<file path="config.mk">
export PLATFORM = sky130hd
export DESIGN_NAME = bcd_conv_seq
export DESIGN_NICKNAME = d
export VERILOG_FILES = /design/src/rtl/bcd_pkg.sv /design/src/rtl/bcd_digit_adj.sv /design/src/rtl/bcd_conv_seq.sv
export SDC_FILE = /design/constraint.sdc
export NUM_CORES = 1
export LEC_CHECK = 0
export CORE_MARGIN = 1
export CORE_UTILIZATION = 58
export CTS_CLUSTER_SIZE = 14
export DETAILED_ROUTE_END_ITERATION = 12
export PLACE_DENSITY_LB_ADDON = 0.05
export SYNTH_ARGS = -nofsm -noshare
export SYNTH_HDL_FRONTEND = slang
export SYNTH_SLANG_ARGS = --single-unit
</file>
<file path="constraint.sdc">
create_clock -name clk -period 2.8 [get_ports clk]
set_clock_uncertainty 0.1 [all_clocks]
set_input_delay 0.56 -clock clk [delete_from_list [all_inputs] [get_ports clk]]
set_output_delay 0.56 -clock clk [all_outputs]
set_load 0.05 [all_outputs]
</file>
<file path="src/rtl/bcd_pkg.sv">
// Shared definitions for the sequential binary-to-BCD converter.
//   DIGIT_W    : bits per packed BCD digit
//   ADJ_THRESH : digit value at or above which the add-3 correction applies
//   ADJ_ADD    : correction added before each shift
//   min_digits : decimal digits needed to hold any w-bit unsigned value
//   state_t    : converter FSM states
package bcd_pkg;

    localparam int unsigned DIGIT_W    = 4;
    localparam logic [3:0]  ADJ_THRESH = 4'd5;
    localparam logic [3:0]  ADJ_ADD    = 4'd3;

    typedef enum logic [0:0] {
        IDLE  = 1'b0,
        SHIFT = 1'b1
    } state_t;

    // Smallest d with 10^d >= 2^w, so that 2^w-1 fits in d digits.
    function automatic int unsigned min_digits(input int unsigned w);
        longint unsigned lim;
        longint unsigned p;
        int unsigned     d;
        lim = 64'd1 << w;
        p   = 64'd10;
        d   = 1;
        for (int unsigned i = 0; i < 20; i++) begin
            if (p < lim) begin
                p = p * 64'd10;
                d = d + 1;
            end
        end
        return d;
    endfunction

endpackage

</file>
<file path="src/rtl/bcd_digit_adj.sv">
// Double-dabble digit correction: adds 3 to a BCD digit of 5 or more so the
// following left shift carries correctly into the next decimal digit.
//   i_digit : current BCD digit (0..9)
//   o_digit : corrected digit (0..4 unchanged, 5..9 -> 8..12)
module bcd_digit_adj
    import bcd_pkg::*;
(
    input  logic [3:0] i_digit,
    output logic [3:0] o_digit
);

    // Input is at most 9, so the 4-bit sum never wraps.
    assign o_digit = (i_digit >= ADJ_THRESH) ? (i_digit + ADJ_ADD) : i_digit;

endmodule

</file>
<file path="src/rtl/bcd_conv_seq.sv">
// Sequential binary-to-BCD converter (shift-add-3), one bit per clock.
//   clk      : rising-edge clock
//   rst      : synchronous active-high reset
//   start    : request a conversion; ignored while busy
//   DataIn   : DATA_W-bit unsigned value, captured on the accepted start
//   busy     : conversion in progress
//   done     : one-cycle pulse when bcd/overflow are updated
//   bcd      : DIGITS packed BCD digits, digit 0 in bcd[3:0]
//   overflow : value did not fit in DIGITS digits
module bcd_conv_seq
    import bcd_pkg::*;
#(
    parameter int unsigned DATA_W = 8,
    parameter int unsigned DIGITS = 3
) (
    input  logic                        clk,
    input  logic                        rst,
    input  logic                        start,
    input  logic [DATA_W-1:0]           DataIn,
    output logic                        busy,
    output logic                        done,
    output logic [DIGIT_W*DIGITS-1:0]   bcd,
    output logic                        overflow
);

    localparam int unsigned BCD_W = DIGIT_W * DIGITS;
    localparam int unsigned CNT_W = $clog2(DATA_W + 1);

    state_t             r_state;
    state_t             w_state_nxt;
    logic [DATA_W-1:0]  r_bin;
    logic [BCD_W-1:0]   r_work;
    logic [CNT_W-1:0]   r_cnt;
    logic               r_ovf;
    logic               r_done;
    logic [BCD_W-1:0]   r_bcd;
    logic               r_overflow;

    logic [BCD_W-1:0]   w_adj;
    logic [BCD_W-1:0]   w_work_shift;
    logic               w_shift_out;
    logic               w_load;
    logic               w_step;
    logic               w_last;

    genvar g;
    generate
        for (g = 0; g < DIGITS; g++) begin : g_adj
            bcd_digit_adj u_adj (
                .i_digit (r_work[g*DIGIT_W +: DIGIT_W]),
                .o_digit (w_adj[g*DIGIT_W +: DIGIT_W])
            );
        end
    endgenerate

    // {work, bin} shifted left by one after correction; the work MSB falls out.
    assign w_work_shift = {w_adj[BCD_W-2:0], r_bin[DATA_W-1]};
    assign w_shift_out  = w_adj[BCD_W-1];

    always_ff @(posedge clk) begin
        if (rst) begin
            r_state <= IDLE;
        end else begin
            r_state <= w_state_nxt;
        end
    end

    always_comb begin
        w_state_nxt = r_state;
        w_load      = 1'b0;
        w_step      = 1'b0;
        w_last      = 1'b0;
        case (r_state)
            IDLE: begin
                if (start) begin
                    w_load      = 1'b1;
                    w_state_nxt = SHIFT;
                end
            end
            SHIFT: begin
                w_step = 1'b1;
                if (r_cnt == CNT_W'(DATA_W - 1)) begin
                    w_last      = 1'b1;
                    w_state_nxt = IDLE;
                end
            end
            default: w_state_nxt = IDLE;
        endcase
    end

    always_ff @(posedge clk) begin
        if (rst) begin
            r_bin      <= '0;
            r_work     <= '0;
            r_cnt      <= '0;
            r_ovf      <= 1'b0;
            r_done     <= 1'b0;
            r_bcd      <= '0;
            r_overflow <= 1'b0;
        end else begin
            r_done <= w_last;
            if (w_load) begin
                r_bin  <= DataIn;
                r_work <= '0;
                r_cnt  <= '0;
                r_ovf  <= 1'b0;
            end else if (w_step) begin
                r_bin  <= r_bin << 1;
                r_work <= w_work_shift;
                r_cnt  <= r_cnt + CNT_W'(1);
                r_ovf  <= r_ovf | w_shift_out;
            end
            // Result registers see only the final shift, never partial values.
            if (w_last) begin
                r_bcd      <= w_work_shift;
                r_overflow <= r_ovf | w_shift_out;
            end
        end
    end

    assign busy     = (r_state == SHIFT);
    assign done     = r_done;
    assign bcd      = r_bcd;
    assign overflow = r_overflow;

endmodule

</file>
==> results.py <==
metrics = {
    "place": {
        "place_area_mm2": 0.00215,
        "gp_congestion": 0.807,
        "portBuffers": 25,
        "post-dp-hpwl_um": 2780,
        "place_ws_ns": 0.711,
    },
    "power_and_ir_drop": {
        "report.power.total_mw": 1.00,
        "leakage_nw": 0.822,
        "p_per_area_mw_per_mm2": 454,
        "vdd_drop_max_v": 0.000385,
    },
    "yosys": {
        "syn_area_mm2": 0.00186,
        "yosysSeqAreaShare_pct": 43.0,
        "yosysTopAreaCell": "dfxtp_1",
        "async_flop_share_pct": 0,
        "synth_edf_count": 0,
        "syn-num-nets": 239,
        "ys_warn_count": 0,
        "syn_area_per_cell_um2": 8.42,
        "synth_ff_type": "dfxtp_1",
        "synth_seq_cells": 40,
        "postSynthCellCount": 221,
        "synth_area_leaders": "dfxtp_1, a21oi_1, nor2_1, mux2i_1, ha_1",
        "synth_cell_types": 32,
        "synthDominantCellAreaShare_pct": 43.0,
    },
    "cts": {
        "cts_made_buffers": 5,
        "postCtsSetupBuffers": 0,
        "ctsResizeCount": 0,
        "clock_path_buffers": 2,
        "clkSinkCount": 40,
        "cts.htree.levels": 2,
        "cts_root_buffer": "clkbuf_4",
        "insertion_delay_ns": 0.35,
        "cts_tree": "built",
        "clk_pin_slew_ns": 0.11,
        "hold_buffers": 0,
    },
    "worst_setup_path": {
        "endpoint_kind": "primary output",
        "arrival_ns": 1.52,
        "crit_path_start_kind": "register",
        "cp_top_family": "buffers and inverters",
        "cp_cell_sequence": "clkdlybuf4s50_1",
        "critPathKind": "register to primary output",
        "critPathRequiredTime_ns": 2.14,
        "crit_buf_inv": 1,
        "cpPeakStageDelay_ns": 0.81,
        "cp_slowest_cell": "clkdlybuf4s50_1",
        "crit_fanout": 2,
    },
    "cells_and_area": {
        "synthToLayoutAreaGrowth_pct": 18.6,
        "drive_gt1_share_pct": 6.91,
        "nets": 263,
        "antennaDiodeCount": 0,
        "design_area_mm2": 0.00221,
    },
    "routing": {
        "remaining_drc_errors": 0,
        "met1_length_um": 1740,
        "num_vias": 1599,
        "wl_met3_um": 165,
        "wl_um": 3890,
        "wl_per_cell_um": 13.4,
        "drtIter0Drc": 105,
        "dr.pass1.iters": 5,
        "drtAntennaViolNets": 0,
        "viasPerCell": 5.51,
        "dr.max_layer_used": "met4",
        "wl_met2_um": 1900,
    },
    "timing": {
        "relSlewSlack_pct": 55.0,
        "fin_crit_sh_pct": 77.8,
        "max_slew.worst_pin.slew_ns": 0.675,
        "finalSetupViolations": 0,
        "hold_viol_final": 0,
        "fin_ws_ns": 0.622,
        "holdWs_ns": 0.368,
        "rsz0062_at_grt": "no",
        "slew_violations": 0,
        "period_needed_ns": 2.18,
        "setup_tns_ns": 0,
        "fmax_mhz": 459,
    },
    "floorplanning": {
        "die_y_um": 58.6,
        "start_util_pct": 60.9,
        "pin_count": 26,
        "die_w_um": 58.6,
        "die_area_mm2": 0.00344,
        "fp-row-count": 20,
        "core_area_mm2": 0.00305,
    },
    "global_route": {
        "antenna_found_initial": 0,
        "overflow": 0,
        "track_usage_pct": 25.4,
        "grt_pass1_vias": 1438,
        "grt_pass1_wl_um": 6490,
        "grt_max_degree": 43,
    },
    "status": {
        "outcome": "finished, final reports clean",
    },
    "job": {
        "cap_violations": 0,
    },
    "hold_path": {
        "hold_class": "register to register",
    },
}
tightest hold or removal path, delay by kind of cell (launching register included):
family           cells  cell delay (ns)
flip-flops           1             0.33
AO/OA/AOI/OAI        1             0.05
AND/OR/NAND/NOR      1             0.05
metrics by stage:
step	instances	utilization, %
after floorplan	221	-
after global placement	282	70.4
after detailed placement	282	70.4
after CTS	290	72.3
after global routing	290	72.3
final	290	72.3
path summary, 6_finish.rpt:
path	startpoint	to	slack, ns	cells after the start
hold / removal	bcd[2]	bcd[2]	0.37	2
setup / recovery	bcd[10]	bcd[10]	0.62	1
hold reg to reg	bcd[2]	bcd[2]	0.37	2
setup reg to reg	r_cnt[0]	overflow	1.02	5
cell usage in the layout (no fill, tap or decap), drive strengths merged:
| cell | n |
|---|---|
| clkbuf | 8 |
| a31oi | 3 |
| dfxtp | 40 |
| nand3b | 3 |
| nor3 | 5 |
| nor2 | 31 |
| mux2i | 10 |
| buf | 6 |
| nand2 | 17 |
| a21oi | 26 |
| a211oi | 7 |
| nand4b | 1 |
| a211o | 3 |
| o22ai | 4 |
| ha | 7 |
| a21o | 1 |
| o21ai | 12 |
| nor3b | 1 |
| nand4 | 1 |
| xor2 | 2 |
| or2 | 1 |
| nor2b | 3 |
| nand2b | 4 |
| xnor2 | 4 |
| and3 | 3 |
| clkdlybuf4s50 | 24 |
| nand3 | 3 |
| o211ai | 3 |
| a311oi | 1 |
| inv | 12 |
synth_stat cells (5+ instances only):
cell type,number
dfxtp_1,40
mux2i_1,10
a211oi_1,5
a21oi_1,26
clkbuf_1,5
nor2_1,31
nor3_1,5
ha_1,7
inv_1,12
nand2_1,16
buf_2,7
o21ai_0,12
kinds of logic (layout without fill, tap and decap cells):
logic type      after synthesis  after routing  share of synthesized area, %
mux                          10             10                          5.38
simple gates                 73             73                          18.7
xor+xnor                      6              6                          2.82
compound gates               60             60                          19.4
flops                        40             40                          43.0
fa+ha+maj                     7              7                          4.71
buf+inv                      25             50                          5.92
area by class of cell:
| type | instances | area, µm² |
|---|---|---|
| multi-input cells | 156 | 950 |
| flip-flops and latches | 40 | 801 |
| well taps | 44 | 55.1 |
| clock buffers | 8 | 58.8 |
| fillers | 260 | 846 |
| repair buffers | 30 | 298 |
| inverters | 12 | 45.0 |
per-layer routing:
metal  GRT usage, %  up-vias
met2           43.0       43
li1               -      812
met5              0        -
met1           31.2      734
met4           9.52        0
met3           6.59       10
power by group:
part | switching, mW | total, mW | leakage, nW | internal, mW
Sequential | 0.00846 | 0.589 | 0.324 | 0.581
Clock | 0.182 | 0.306 | 0.0326 | 0.124
Combinational | 0.0594 | 0.107 | 0.466 | 0.0473
Total | 0.250 | 1.00 | 0.822 | 0.752
registers in the layout, summed over array words and instances, names as in the netlist:
signal / flops
bcd: 12
r_work: 12
r_bin: 8
r_cnt: 4
busy: 1
done: 1
overflow: 1
r_ovf: 1
Power figures use the tool's default switching activity.
